==> src/rtl/mips32_mem_arbiter_pkg.sv <==
// Shared types and constants for the MIPS32 unified-memory arbiter.
package mips32_mem_pkg;

  typedef enum logic [1:0] {
    RESP_NONE  = 2'd0,
    RESP_DATA  = 2'd1,
    RESP_FETCH = 2'd2
  } resp_id_e;

  localparam int MEM_ADDR_W     = 10;
  localparam int STARVE_MAX_DEF = 3;

  // True when a word address lies beyond the implemented memory depth.
  function automatic logic addr_oor(input logic [31:0] addr, input int aw);
    return (addr >> aw) != 32'd0;
  endfunction

endpackage

==> src/rtl/mips32_mem_arbiter_if.sv <==
// Fetch, data and memory-side signals of the arbiter; slave = arbiter view.
interface mips32_mem_arbiter_if #(parameter int ADDR_W = 10);

  logic              f_req;
  logic [31:0]       f_addr;
  logic              f_gnt;
  logic              f_rvalid;
  logic [31:0]       f_rdata;
  logic              f_flush;

  logic              d_req;
  logic              d_we;
  logic [31:0]       d_addr;
  logic [31:0]       d_wdata;
  logic              d_gnt;
  logic              d_rvalid;
  logic [31:0]       d_rdata;
  logic              d_err;

  logic              mem_en;
  logic              mem_we;
  logic [ADDR_W-1:0] mem_addr;
  logic [31:0]       mem_wdata;
  logic [31:0]       mem_rdata;

  modport slave (
    input  f_req, f_addr, f_flush, d_req, d_we, d_addr, d_wdata, mem_rdata,
    output f_gnt, f_rvalid, f_rdata, d_gnt, d_rvalid, d_rdata, d_err,
           mem_en, mem_we, mem_addr, mem_wdata
  );

  modport master (
    output f_req, f_addr, f_flush, d_req, d_we, d_addr, d_wdata, mem_rdata,
    input  f_gnt, f_rvalid, f_rdata, d_gnt, d_rvalid, d_rdata, d_err,
           mem_en, mem_we, mem_addr, mem_wdata
  );

endinterface

==> src/rtl/mips32_mem_arbiter_starve_ctr.sv <==
// Saturating fetch-starvation counter; at_max_o forces fetch to win the next tie.
module mips32_starve_ctr #(
  parameter int MAX = 3
) (
  input  logic       clk,
  input  logic       rst_n,
  input  logic       inc_i,
  input  logic       clr_i,
  output logic [3:0] cnt_o,
  output logic       at_max_o
);

  localparam logic [3:0] MAX_C = 4'(MAX);

  logic [3:0] cnt_q, cnt_d;

  always_comb begin
    cnt_d = cnt_q;
    if (clr_i)
      cnt_d = 4'd0;
    else if (inc_i && (cnt_q != MAX_C))
      cnt_d = cnt_q + 4'd1;
  end

  always_ff @(posedge clk or negedge rst_n) begin
    if (!rst_n) cnt_q <= 4'd0;
    else        cnt_q <= cnt_d;
  end

  assign cnt_o    = cnt_q;
  assign at_max_o = (cnt_q == MAX_C);

endmodule

==> src/rtl/mips32_mem_arbiter.sv <==
// Shares one synchronous single-port memory between instruction fetch and the
// MEM stage; data is favoured, with a starvation guard for fetch.
module mips32_mem_arbiter
  import mips32_mem_pkg::*;
#(
  parameter int ADDR_W     = MEM_ADDR_W,
  parameter int STARVE_MAX = STARVE_MAX_DEF
) (
  input  logic                 clk1,
  input  logic                 rst_n,
  mips32_mem_arbiter_if.slave  bus
);

  logic        f_ok, f_win, d_win, any_win, oor, starve_at_max;
  logic [31:0] sel_addr;
  logic [3:0]  starve_cnt;

  resp_id_e    resp_id_q, resp_id_d;
  logic        resp_zero_q, resp_zero_d;
  logic [31:0] f_hold_q, d_hold_q, rdata_cur;

  // Grants are gated by rst_n so nothing reaches the memory while in reset.
  always_comb begin
    f_ok  = bus.f_req & ~bus.f_flush;
    f_win = 1'b0;
    d_win = 1'b0;
    if (rst_n) begin
      if (f_ok && bus.d_req) begin
        if (starve_at_max) f_win = 1'b1;
        else               d_win = 1'b1;
      end else if (f_ok) begin
        f_win = 1'b1;
      end else if (bus.d_req) begin
        d_win = 1'b1;
      end
    end
  end

  assign any_win  = f_win | d_win;
  assign sel_addr = f_win ? bus.f_addr : bus.d_addr;
  assign oor      = any_win & addr_oor(sel_addr, ADDR_W);

  assign bus.f_gnt     = f_win;
  assign bus.d_gnt     = d_win;
  assign bus.d_err     = d_win & oor;
  assign bus.mem_en    = any_win & ~oor;
  assign bus.mem_we    = d_win & bus.d_we & ~oor;
  assign bus.mem_addr  = any_win ? sel_addr[ADDR_W-1:0] : '0;
  assign bus.mem_wdata = (d_win & bus.d_we) ? bus.d_wdata : 32'd0;

  mips32_starve_ctr #(.MAX(STARVE_MAX)) u_starve (
    .clk      (clk1),
    .rst_n    (rst_n),
    .inc_i    (bus.f_req & ~f_win),
    .clr_i    (f_win | ~bus.f_req),
    .cnt_o    (starve_cnt),
    .at_max_o (starve_at_max)
  );

  // Response tag for the access granted this cycle; stores return nothing.
  always_comb begin
    resp_id_d   = RESP_NONE;
    resp_zero_d = 1'b0;
    if (f_win && !bus.f_flush) begin
      resp_id_d   = RESP_FETCH;
      resp_zero_d = oor;
    end else if (d_win && !bus.d_we) begin
      resp_id_d   = RESP_DATA;
      resp_zero_d = oor;
    end
  end

  always_ff @(posedge clk1 or negedge rst_n) begin
    if (!rst_n) begin
      resp_id_q   <= RESP_NONE;
      resp_zero_q <= 1'b0;
      f_hold_q    <= 32'd0;
      d_hold_q    <= 32'd0;
    end else begin
      resp_id_q   <= resp_id_d;
      resp_zero_q <= resp_zero_d;
      if (resp_id_q == RESP_FETCH) f_hold_q <= rdata_cur;
      if (resp_id_q == RESP_DATA)  d_hold_q <= rdata_cur;
    end
  end

  assign rdata_cur    = resp_zero_q ? 32'd0 : bus.mem_rdata;
  assign bus.f_rvalid = (resp_id_q == RESP_FETCH);
  assign bus.d_rvalid = (resp_id_q == RESP_DATA);
  assign bus.f_rdata  = bus.f_rvalid ? rdata_cur : f_hold_q;
  assign bus.d_rdata  = bus.d_rvalid ? rdata_cur : d_hold_q;

  logic unused_cnt;
  assign unused_cnt = ^starve_cnt;

endmodule
==> src/flat_wrapper.sv <==
// flat-port wrapper written by rule: the top's interface ports become plain ports
module mips32_mem_arbiter_flat import mips32_mem_pkg::*;
#(
  parameter int ADDR_W     = MEM_ADDR_W,
  parameter int STARVE_MAX = STARVE_MAX_DEF
)
  (clk1, rst_n, bus_f_req, bus_f_addr, bus_f_flush, bus_d_req, bus_d_we, bus_d_addr, bus_d_wdata, bus_mem_rdata, bus_f_gnt, bus_f_rvalid, bus_f_rdata, bus_d_gnt, bus_d_rvalid, bus_d_rdata, bus_d_err, bus_mem_en, bus_mem_we, bus_mem_addr, bus_mem_wdata);
  mips32_mem_arbiter_if #(.ADDR_W(ADDR_W)) bus_i ();
  input  logic clk1;
  input  logic rst_n;
  input wire logic [$bits(bus_i.f_req)-1:0] bus_f_req;
  input wire logic [$bits(bus_i.f_addr)-1:0] bus_f_addr;
  input wire logic [$bits(bus_i.f_flush)-1:0] bus_f_flush;
  input wire logic [$bits(bus_i.d_req)-1:0] bus_d_req;
  input wire logic [$bits(bus_i.d_we)-1:0] bus_d_we;
  input wire logic [$bits(bus_i.d_addr)-1:0] bus_d_addr;
  input wire logic [$bits(bus_i.d_wdata)-1:0] bus_d_wdata;
  input wire logic [$bits(bus_i.mem_rdata)-1:0] bus_mem_rdata;
  output wire logic [$bits(bus_i.f_gnt)-1:0] bus_f_gnt;
  output wire logic [$bits(bus_i.f_rvalid)-1:0] bus_f_rvalid;
  output wire logic [$bits(bus_i.f_rdata)-1:0] bus_f_rdata;
  output wire logic [$bits(bus_i.d_gnt)-1:0] bus_d_gnt;
  output wire logic [$bits(bus_i.d_rvalid)-1:0] bus_d_rvalid;
  output wire logic [$bits(bus_i.d_rdata)-1:0] bus_d_rdata;
  output wire logic [$bits(bus_i.d_err)-1:0] bus_d_err;
  output wire logic [$bits(bus_i.mem_en)-1:0] bus_mem_en;
  output wire logic [$bits(bus_i.mem_we)-1:0] bus_mem_we;
  output wire logic [$bits(bus_i.mem_addr)-1:0] bus_mem_addr;
  output wire logic [$bits(bus_i.mem_wdata)-1:0] bus_mem_wdata;
  assign bus_i.f_req = bus_f_req;
  assign bus_i.f_addr = bus_f_addr;
  assign bus_i.f_flush = bus_f_flush;
  assign bus_i.d_req = bus_d_req;
  assign bus_i.d_we = bus_d_we;
  assign bus_i.d_addr = bus_d_addr;
  assign bus_i.d_wdata = bus_d_wdata;
  assign bus_i.mem_rdata = bus_mem_rdata;
  assign bus_f_gnt = bus_i.f_gnt;
  assign bus_f_rvalid = bus_i.f_rvalid;
  assign bus_f_rdata = bus_i.f_rdata;
  assign bus_d_gnt = bus_i.d_gnt;
  assign bus_d_rvalid = bus_i.d_rvalid;
  assign bus_d_rdata = bus_i.d_rdata;
  assign bus_d_err = bus_i.d_err;
  assign bus_mem_en = bus_i.mem_en;
  assign bus_mem_we = bus_i.mem_we;
  assign bus_mem_addr = bus_i.mem_addr;
  assign bus_mem_wdata = bus_i.mem_wdata;
  mips32_mem_arbiter #(.ADDR_W(ADDR_W), .STARVE_MAX(STARVE_MAX)) u_core (.clk1(clk1), .rst_n(rst_n), .bus(bus_i));
endmodule
==> config.mk <==
export PLATFORM = sky130hd
export DESIGN_NAME = mips32_mem_arbiter_flat
export DESIGN_NICKNAME = d
export VERILOG_FILES = /design/src/rtl/mips32_mem_arbiter_pkg.sv /design/src/rtl/mips32_mem_arbiter_if.sv /design/src/rtl/mips32_mem_arbiter_starve_ctr.sv /design/src/rtl/mips32_mem_arbiter.sv /design/src/flat_wrapper.sv
export SDC_FILE = /design/constraint.sdc
export NUM_CORES = 1
export LEC_CHECK = 0
export ABC_AREA = 1
export CAP_MARGIN = 20
export CELL_PAD_IN_SITES_DETAIL_PLACEMENT = 1
export CELL_PAD_IN_SITES_GLOBAL_PLACEMENT = 2
export CORE_MARGIN = 2
export CORE_UTILIZATION = 18
export DETAILED_ROUTE_END_ITERATION = 16
export PLACE_DENSITY = 0.76
export SYNTH_ARGS = -nofsm -noshare
export SYNTH_HDL_FRONTEND = slang
export SYNTH_SLANG_ARGS = --single-unit
==> constraint.sdc <==
create_clock -name clk1 -period 1.6 [get_ports clk1]
set_clock_uncertainty 0.15 [all_clocks]
set_input_delay 0.16 -clock clk1 [delete_from_list [all_inputs] [get_ports clk1]]
set_output_delay 0.16 -clock clk1 [all_outputs]
set_load 0.01 [all_outputs]
==> key figures, run 1 <==
Synth
  • Yosys reg bits: 71
  • Net Count, Synth: roughly 540
  • Seq/Total Area, Yosys: 47.11%
  • Area of the mapped netlist: 3771 sq um
  • Synthesis Warnings: 0
  • Syn Inst Count: 401
  • Mean Syn Cell Area: 9.404 sq um
  • Cell variety after synth: 26

Clocking
  • Num CTS Buffers: 9
  • CTS tree: built
  • Clock buffer depth: 2
  • Clock Latency Late Sink: 0.33 ns
  • Clk root buf: clkbuf_16
  • Worst-path clk slew: approximately 0.06 ns
  • # H-tree levels: 3
  • # clock sinks: 71

STA
  • Slew Viols, Final: 0
  • Final min period: 2.166 ns
  • Highest clock rate: 0.4617 GHz
  • Final Hold Fails: 0
  • Setup slack after layout: -0.5658 ns
  • Relative slew slack: 69.39%
  • Slew @ Worst Pin: 0.4591 ns
  • Fin crit share: 135.4%
  • RSZ-0062 raised after global routing: true
  • Final setup vio count: 132
  • Fin Setup TNS: -47.81 ns

Critical path
  • R2R setup slack: -0.20 ns
  • Crit path DAT: 1.86 ns
  • CP required: 1.29 ns
  • Slowest stage delay, CP: 0.41 ns
  • Endpoint class of the critical path: output pin
  • FF-to-FF End: u_core.resp_zero_q
  • Critical-path cell list: ha_4 > nand2_4 > buf_6 > nand2_8 > nand2_8 > buf_12 > nand2_8 > buf_4 > a21oi_2 > buf_4
  • R2r worst-path depth: 10
  • R2r startpoint: u_core.u_starve.cnt_o[1]
  • Startpoint type of the worst setup path: register
  • Max FO, Critical Path: 5
  • Most frequent CP cell: nand2_8
  • Crit-path slowest cell: dfrtp_1
  • Type of the worst setup path: register to output pin

Placement
  • DPL Wire Length: 11300 um
  • Cell Area, Placed: 6716 sq um
  • Number of port buffers: 246
  • Gpl congestion: about 0.72
  • Post-place setup slack: -0.7171 ns
  • DP Cell Count: 929

GRT
  • Global-route wire length before repair: 23870 um
  • Number of global-route vias before repair: 4540
  • Total grt overflow: 0
  • Initial antenna violation count: 1
  • Largest net degree at the start of global routing: 49
  • GRT Resource Usage Total: between 10% and 20%

Floorplanning
  • Die ar.: 22130 sq um
  • Row count: 52
  • Die Height: 148.7 um
  • Area of the core: 20430 sq um
  • Top-Level Pins: 247
  • Die Wd: about 150 um
  • Initial Util: 18.46%

Worst hold path
  • Hold Crit Class: primary input to async pin

Route
  • Vias/cell: 3.925
  • Post-route antenna net violation count: 0
  • TritonRoute pass-1 iters: 4
  • Wire per inst: 16.02 um
  • Vias: 4047
  • WL final: 16520 um
  • DRC viols: 0
  • Iteration-0 DRC Markers: 48

Layout
  • Post-Layout Cell Count: roughly 1000
  • Fill cells: 2263
  • Layout Nets: 890
  • Area growth from synthesis to layout: 132.5%
  • Post-route design area: between 8000 and 9000 sq um
  • Most common cell after layout, fill and taps aside: buf_6
  • Most frequent cells in the layout: 157 x buf_6, 132 x clkdlybuf4s50_1, 75 x inv_1, 71 x dfrtp_1, 64 x mux2_4
  • Share of cells above drive strength 1: 49.87%

Outcome
  • Violated checks: setup timing
  • Status: finished with violations

Power
  • Leakage power: around 4.2 nW
  • Pwr Density: slightly above 900 nW/um^2
  • VDD IR max: 0.5645 mV
  • Total power draw: a little over 8 mW

Flow run
  • Max-Cap Viols: 0
Yosys cell counts:
master	n	area share, %
a21oi_2	9	2.1
nand2_2	4	0.66
inv_2	2	0.20
nor2_2	5	0.83
dfrtp_1	71	47
nand3_1	8	1.1
nand2_1	37	3.7
buf_2	3	0.40
nor3_1	2	0.27
inv_4	1	0.17
ha_1	1	0.33
inv_1	76	7.6
buf_8	3	1.2
nand2_4	3	0.90
o21a_1	1	0.20
nand2_8	1	0.53
nor2_4	1	0.30
mux2_2	64	19
buf_6	8	2.4
o21bai_4	1	0.50
xnor2_1	1	0.23
xor2_1	1	0.23
buf_4	1	0.20
or2_2	1	0.17
a21oi_1	4	0.53
nor2_1	92	9.2
layer usage:
layer  part of all wire, %  global-route usage, %  wire length [um]
met5                     0                      0                 0
met3                   7.4                  4.648              1227
met2                    55                  26.83              9113
met1                    37                  14.58              6046
met4                  0.80                  3.905               132
per-stage QoR:
step / util (%) / hold WS, ns
finish: 42.93 / 0.3084
global route: 42.93 / 0.3408
CTS: 37.09 / 0.2895
detailed placement: 32.88 / 0.06973
global placement: 32.88 / 0.06830
floorplan: - / -0.2856
power by group:
part	switching, mW	internal (mW)	total, mW	leakage, nW
combinational	1.26	2.14	3.40	3.16
sequential	0.137	2.20	2.34	0.881
clock	0.754	1.56	2.31	0.168
worst max-delay path by stage:
stage / from / end / slack (ns) / depth (start not counted)
floorplan: u_core.u_starve.cnt_o[0] / bus_mem_wdata[4] / -0.04 / 7
global placement: bus_f_req / bus_mem_we / -0.71 / 10
detailed placement: bus_f_req / bus_mem_we / -0.72 / 10
CTS: u_core.resp_id_q[0] / bus_f_rdata[22] / -0.60 / 7
global route: u_core.u_starve.cnt_o[1] / bus_mem_we / -0.70 / 11
finish: u_core.u_starve.cnt_o[1] / bus_mem_we / -0.57 / 10
what timing repair did:
item	4_1_cts	5_1_grt
setup endpoints to repair	114	181
hold buffers	1	0
gates resized for setup	583	213
setup buffers	44	43
endpoints found under the hold margin	23	0
pin swaps	8	19
gates cloned	5	3
worst max-delay path: cells and delay by family, from the launching register on:
| kind | cells | cell delay, ns |
|---|---|---|
| AO/OA/AOI/OAI | 1 | 0.10 |
| flip-flops | 1 | 0.41 |
| buffers and inverters | 4 | 0.53 |
| adder cells (fa/ha/maj) | 1 | 0.19 |
| AND/OR/NAND/NOR | 4 | 0.28 |
area by class of cell:
cell class / count / area, sq um / share of cell area (%)
Antenna cell: 1 / 2.502 / 0.02853
Clock buffer: 10 / 239.0 / 2.725
Clock inverter: 6 / 107.6 / 1.227
Inverter: 79 / 319.1 / 3.638
Multi-Input combinational cell: 236 / 2116 / 24.13
Sequential cell: 71 / 1777 / 20.26
Tap cell: 270 / 337.8 / 3.852
Timing Repair Buffer: 357 / 3855 / 43.96
Timing Repair inverter: 1 / 16.27 / 0.1855
flip-flops by register name (all words and copies together), names as in the netlist:
signal                 flops
u_core.d_hold_q           32
u_core.f_hold_q           32
u_core.resp_zero_q         1
u_core.u_starve.cnt_o      4
u_core.resp_id_q           2
kinds of logic (layout without fill, tap and decap cells):
group                      Yosys count  after routing  synth area share [%]
adders and majority gates            1              1                0.3317
AOI/OAI and AO/OA                   15             15                 3.318
buffers and inverters               94            453                 12.11
and+or+nand+nor                    154            154                 17.55
DFF                                 71             71                 47.11
xor gates and xnor gates             2              2                0.4646
other                                0              1                     0
muxes                               64             64                 19.11
Note: power is estimated with default switching activity, not from simulation.
==> run 2, diff against run 1 <==
--- a/config.mk
+++ b/config.mk
@@ -13,6 +13,7 @@
 export CORE_UTILIZATION = 18
 export DETAILED_ROUTE_END_ITERATION = 16
 export PLACE_DENSITY = 0.76
+export SKIP_LAST_GASP = 1
 export SYNTH_ARGS = -nofsm -noshare
 export SYNTH_HDL_FRONTEND = slang
 export SYNTH_SLANG_ARGS = --single-unit
==> key figures, run 2 (synthesized netlist as in run 1, its figures left out) <==
Clocking
  • Clock Latency Late Sink: ~0.33 ns
  • Num CTS Buffers: 9
  • Worst-path clk slew: 0.06 ns
  • CTS tree: built
  • # clock sinks: 71
  • Clock buffer depth: 2
  • # H-tree levels: 3
  • Clk root buf: clkbuf_16

Floorplanning
  • Die Height: 148.7 um
  • Area of the core: a little over 20000 sq um
  • Top-Level Pins: 247
  • Initial Util: approximately 18%
  • Die ar.: ~22000 sq um
  • Die Wd: ~150 um
  • Row count: 52

Layout
  • Share of cells above drive strength 1: 50.98%
  • Post-Layout Cell Count: 1035
  • Area growth from synthesis to layout: 127.7%
  • Antenna fix cells: 0
  • Final Util: 42.04%
  • Layout Nets: 895
  • Most common cell after layout, fill and taps aside: clkdlybuf4s50_1
  • Most frequent cells in the layout: 132 x clkdlybuf4s50_1, 119 x buf_6, 74 x inv_1, 71 x dfrtp_1, 63 x mux2_4
  • Fill cells: 2313

Critical path
  • Crit-path slowest cell: dfrtp_1
  • Max FO, Critical Path: 7
  • Cell depth of the worst setup path: 7
  • Critical-path cell list: buf_6 > nor2_4 > buf_12 > buf_12 > buf_12 > mux2_4 > buf_6
  • R2r worst-path depth: 7
  • Slowest stage delay, CP: around 0.38 ns
  • CP required: 1.29 ns
  • Crit path DAT: 1.84 ns
  • Crit path buffers/inverters: 5
  • Most frequent CP cell: buf_12
  • Startpoint type of the worst setup path: register
  • Largest delay share family, worst path: buffers and inverters
  • Endpoint class of the critical path: output pin
  • Type of the worst setup path: register to output pin

STA
  • Final setup vio count: 137
  • Relative slew slack: 69.59%
  • Fin crit share: 134.4%
  • Final Hold Fails: 0
  • Fin Setup TNS: -50.70 ns
  • Slew @ Worst Pin: approximately 0.46 ns
  • Setup slack after layout: -0.5506 ns
  • Min Hold Slack: 0.3067 ns
  • RSZ-0062 raised after global routing: true
  • Highest clock rate: 0.4650 GHz
  • Slew Viols, Final: 0
  • Final min period: 2.151 ns

Outcome
  • Status: finished with violations
  • Violated checks: setup timing

GRT
  • Number of global-route vias before repair: 4501
  • Global-route wire length before repair: ~24000 um
  • GRT Resource Usage Total: approximately 14%
  • Total grt overflow: 0
  • Initial antenna violation count: 0
  • Largest net degree at the start of global routing: 49

Route
  • DRC viols: 0
  • WL final: 16620 um
  • Max Used Layer: met4
  • Vias: 4071
  • Iteration-0 DRC Markers: 74
  • Metal2 WL: 9115 um
  • Wire per inst: approximately 16 um
  • Post-route antenna net violation count: 0
  • Vias/cell: 3.933
  • Met3 routed WL: 1208 um
  • Routed metal-1 wire length: between 6000 and 7000 um
  • TritonRoute pass-1 iters: 4

Placement
  • DP Cell Count: 929
  • Number of port buffers: ~250
  • Gpl congestion: slightly above 0.7
  • DPL Wire Length: 11300 um

Worst hold path
  • Hold Crit Class: primary input to async pin

Power
  • Pwr Density: approximately 900 nW/um^2
  • Leakage power: 4.184 nW
  • VDD IR max: 0.5641 mV

Flow run
  • Max-Cap Viols: 0
[run 2: final cells by class]
cell class                      count  area [sq um]  share of cell area [%]
Clock buffer                       10         239.0                   2.783
Multi-Input combinational cell    236          2101                   24.46
Timing Repair Buffer              363          3720                   43.31
Tap cell                          270         337.8                   3.934
Sequential cell                    71          1777                   20.69
Inverter                           79         306.5                   3.569
Clock inverter                      6         107.6                   1.253
[run 2: tightest hold or removal path: cells and delay by family]
kind / cells / cell delay, ns
buffers and inverters: 3 / 1.03
[run 2: metal layers]
metal,track usage [%],vias to the layer above
met1,14.51,1967
met4,3.524,0
met5,0,-
li1,-,1932
met3,4.771,11
met2,26.94,161
[run 2: timing repair]
action,CTS,global route
buffers inserted,44,48
pin swaps,8,21
hold buffers,1,0
setup endpoints to repair,114,181
gates cloned,5,3
gates resized for setup,469,279
hold endpoints to repair,23,0
[run 2: path summary, 6_finish.rpt]
check	start	to	slack (ns)
max in group asynchronous	rst_n	u_core.d_hold_q[26]	0.23
min in group clk1	u_core.d_hold_q[20]	u_core.d_hold_q[20]	0.35
hold / removal	rst_n	u_core.u_starve.cnt_o[3]	0.31
setup / recovery	u_core.resp_id_q[0]	bus_f_rdata[23]	-0.55
hold reg to reg	u_core.d_hold_q[20]	u_core.d_hold_q[20]	0.35
setup reg to reg	u_core.resp_id_q[0]	u_core.f_hold_q[22]	-0.14
[run 2: metrics by stage]
stage | total power [mW] | instance area, sq um | setup WS, ns
final | 7.908 | 8588 | -0.5506
after global routing | 8.309 | 8588 | -0.6651
after CTS | 7.269 | 7606 | -0.5958
after detailed placement | 4.790 | 6716 | -0.7171
after global placement | 4.704 | 6716 | -0.7142
after floorplan | 3.267 | 3801 | -0.04048
[run 2: report_power, final]
part | leakage, nW | total (mW) | switching [mW] | internal (mW)
Combinational | 3.13 | 3.26 | 1.23 | 2.03
Clock | 0.168 | 2.31 | 0.751 | 1.56
Sequential | 0.881 | 2.34 | 0.139 | 2.20
==> run 3, diff against run 2 <==
--- a/config.mk
+++ b/config.mk
@@ -6,10 +6,10 @@
 export NUM_CORES = 1
 export LEC_CHECK = 0
 export ABC_AREA = 1
+export ABC_CLOCK_PERIOD_IN_PS = 1600
 export CAP_MARGIN = 20
 export CELL_PAD_IN_SITES_DETAIL_PLACEMENT = 1
 export CELL_PAD_IN_SITES_GLOBAL_PLACEMENT = 2
-export CORE_MARGIN = 2
 export CORE_UTILIZATION = 18
 export DETAILED_ROUTE_END_ITERATION = 16
 export PLACE_DENSITY = 0.76
==> key figures, run 3 (synthesized netlist as in run 1, its figures left out) <==
Outcome
  • Status: finished with violations
  • Violated checks: setup timing

Route
  • TritonRoute pass-1 iters: 3
  • Wire per inst: 16.05 um
  • Post-route antenna net violation count: 0
  • WL final: approximately 16000 um
  • Iteration-0 DRC Markers: 89
  • Vias/cell: 3.920
  • Vias: 4010
  • DRC viols: 0

GRT
  • Largest net degree at the start of global routing: 72
  • GRT Resource Usage Total: about 14%
  • Number of global-route vias before repair: 4484
  • Total grt overflow: 0
  • Initial antenna violation count: 0
  • Global-route wire length before repair: between 20000 and 25000 um

Critical path
  • Max FO, Critical Path: 10
  • Crit path DAT: 1.93 ns
  • CP required: around 1.3 ns
  • Type of the worst setup path: register to output pin
  • Critical-path cell list: ha_4 > nand2_4 > buf_12 > o21bai_4 > inv_2 > nand2_8 > buf_12 > nor2_1 > dlygate4sd2_1
  • Startpoint type of the worst setup path: register
  • Endpoint class of the critical path: output pin
  • R2R setup slack: -0.13 ns
  • Most frequent CP cell: buf_12
  • Slowest stage delay, CP: 0.41 ns
  • Crit-path slowest cell: dfrtp_1

Power
  • Reg power frac: 31.9%
  • Leakage power: 4.068 nW
  • Switching portion of total power: 28.00%
  • Comb pwr share: 40.8%
  • Sw Pwr: between 2 and 2.5 mW
  • VDD IR max: around 0.37 mV
  • Clock network power share: 27.3%
  • Total power draw: 7.356 mW
  • Pwr Density: 897.5 nW/um^2
  • Int Pwr: 5.296 mW

Placement
  • Gpl congestion: 0.7287
  • DPL Wire Length: ~11000 um
  • Number of port buffers: 246

Floorplanning
  • Top-Level Pins: 247
  • Area of the core: between 20000 and 25000 sq um
  • Die ar.: 21530 sq um
  • Initial Util: 18.52%
  • Die Height: roughly 150 um
  • Die Wd: 146.7 um
  • Row count: 52

STA
  • Slew @ Worst Pin: 0.6967 ns
  • Fin crit share: 139.9%
  • RSZ-0062 raised after global routing: true
  • Final min period: 2.238 ns
  • Highest clock rate: 0.4468 GHz
  • Relative slew slack: 53.56%
  • Slew Viols, Final: 0
  • Setup slack after layout: -0.6380 ns
  • Final Hold Fails: 0
  • Fin Setup TNS: -50.99 ns
  • Final setup vio count: ~120

Clocking
  • Worst-path clk slew: 0.06 ns
  • # clock sinks: 71
  • Num CTS Buffers: 9
  • Clock buffer depth: 2
  • Clock Latency Late Sink: roughly 0.33 ns
  • Clk root buf: clkbuf_16
  • # H-tree levels: 3
  • CTS tree: built

Layout
  • Final Util: roughly two fifths
  • Antenna fix cells: 0
  • Fill cells: roughly 2300
  • Layout Nets: 886
  • Most common cell after layout, fill and taps aside: clkdlybuf4s50_1
  • Most frequent cells in the layout: 132 x clkdlybuf4s50_1, 85 x buf_6, 74 x inv_1, 71 x dfrtp_1, 68 x nor2_1
  • Share of cells above drive strength 1: 48.74%
  • Area growth from synthesis to layout: 117.3%

Worst hold path
  • Hold Crit Class: primary input to async pin

Flow run
  • Max-Cap Viols: 0
## run 3: cell types whose count changed in the layout (fill, tap and decap cells not counted), sizes merged
cell,previous run,this run
bufinv,3,1
clkinvlp,1,0
buf,219,190
clkdlybuf4s15,1,0
clkbuf,20,35
dlygate4sd2,0,6
## run 3: final timing paths
kind | end | cells past startpoint | start
max | bus_mem_wdata[20] | 9 | u_core.u_starve.cnt_o[0]
min | u_core.u_starve.cnt_o[0] | 3 | rst_n
max reg2reg | u_core.resp_zero_q | 12 | u_core.u_starve.cnt_o[0]
min reg2reg | u_core.d_hold_q[20] | 1 | u_core.d_hold_q[20]
max in group asynchronous | u_core.d_hold_q[28] | 3 | rst_n
min in group clk1 | u_core.d_hold_q[20] | 1 | u_core.d_hold_q[20]
## run 3: repair_timing
| item | in CTS | in global routing |
|---|---|---|
| endpoints found under the hold margin | 71 | 0 |
| hold buffers | 1 | 0 |
| gates cloned | 7 | 5 |
| pin swaps | 12 | 15 |
| setup endpoints to repair | 115 | 157 |
| setup buffers | 29 | 51 |
| resized for setup | 383 | 265 |
## run 3: final cells by class
| class | count | area, sq um | area share, % |
|---|---|---|---|
| clock buffers | 12 | 256.5 | 3.130 |
| flip-flops and latches | 71 | 1777 | 21.68 |
| inverters | 79 | 321.6 | 3.924 |
| well taps | 270 | 337.8 | 4.122 |
| clock inverters | 1 | 30.03 | 0.3664 |
| multi-input cells | 236 | 1988 | 24.26 |
| repair buffers | 352 | 3465 | 42.27 |
| repair inverters | 2 | 20.02 | 0.2443 |
## run 3: metal layers
metal  GRT usage [%]  part of all wire [%]
met5               0                     0
met4           4.427                   1.9
met3           3.975                   5.7
met2           26.92                    54
met1           15.51                    39
## run 3: critical path, delay by kind of cell, from the launching register on
family	cells	cell delay, ns
DFF	1	0.41
buffers and inverters	4	0.66
and+or+nand+nor	3	0.27
adders and majority gates	1	0.19
AOI/OAI and AO/OA	1	0.06
## run 3: per-stage QoR
step | std cells | instance area (sq um) | worst slack (ns) | hold slack [ns]
detailed placement | 926 | 6719 | -0.6998 | 0.3334
floorplan | 401 | 3801 | -0.04048 | -0.2856
CTS | 976 | 7478 | -0.6145 | 0.3266
global route | 1023 | 8195 | -0.7453 | 0.3621
global placement | 926 | 6719 | -0.6809 | 0.3099
finish | 1023 | 8195 | -0.6380 | 0.3486
## run 3: power groups by stage
| stage | Sequential [mW] | Combinational, mW | Clock (mW) |
|---|---|---|---|
| floorplan | 2.30 | 0.971 | 0 |
| global placement | 2.31 | 2.38 | 0 |
| detailed placement | 2.35 | 2.44 | 0 |
| CTS | 2.33 | 2.46 | 2.07 |
| global route | 2.38 | 3.19 | 2.16 |
| finish | 2.35 | 3.00 | 2.01 |
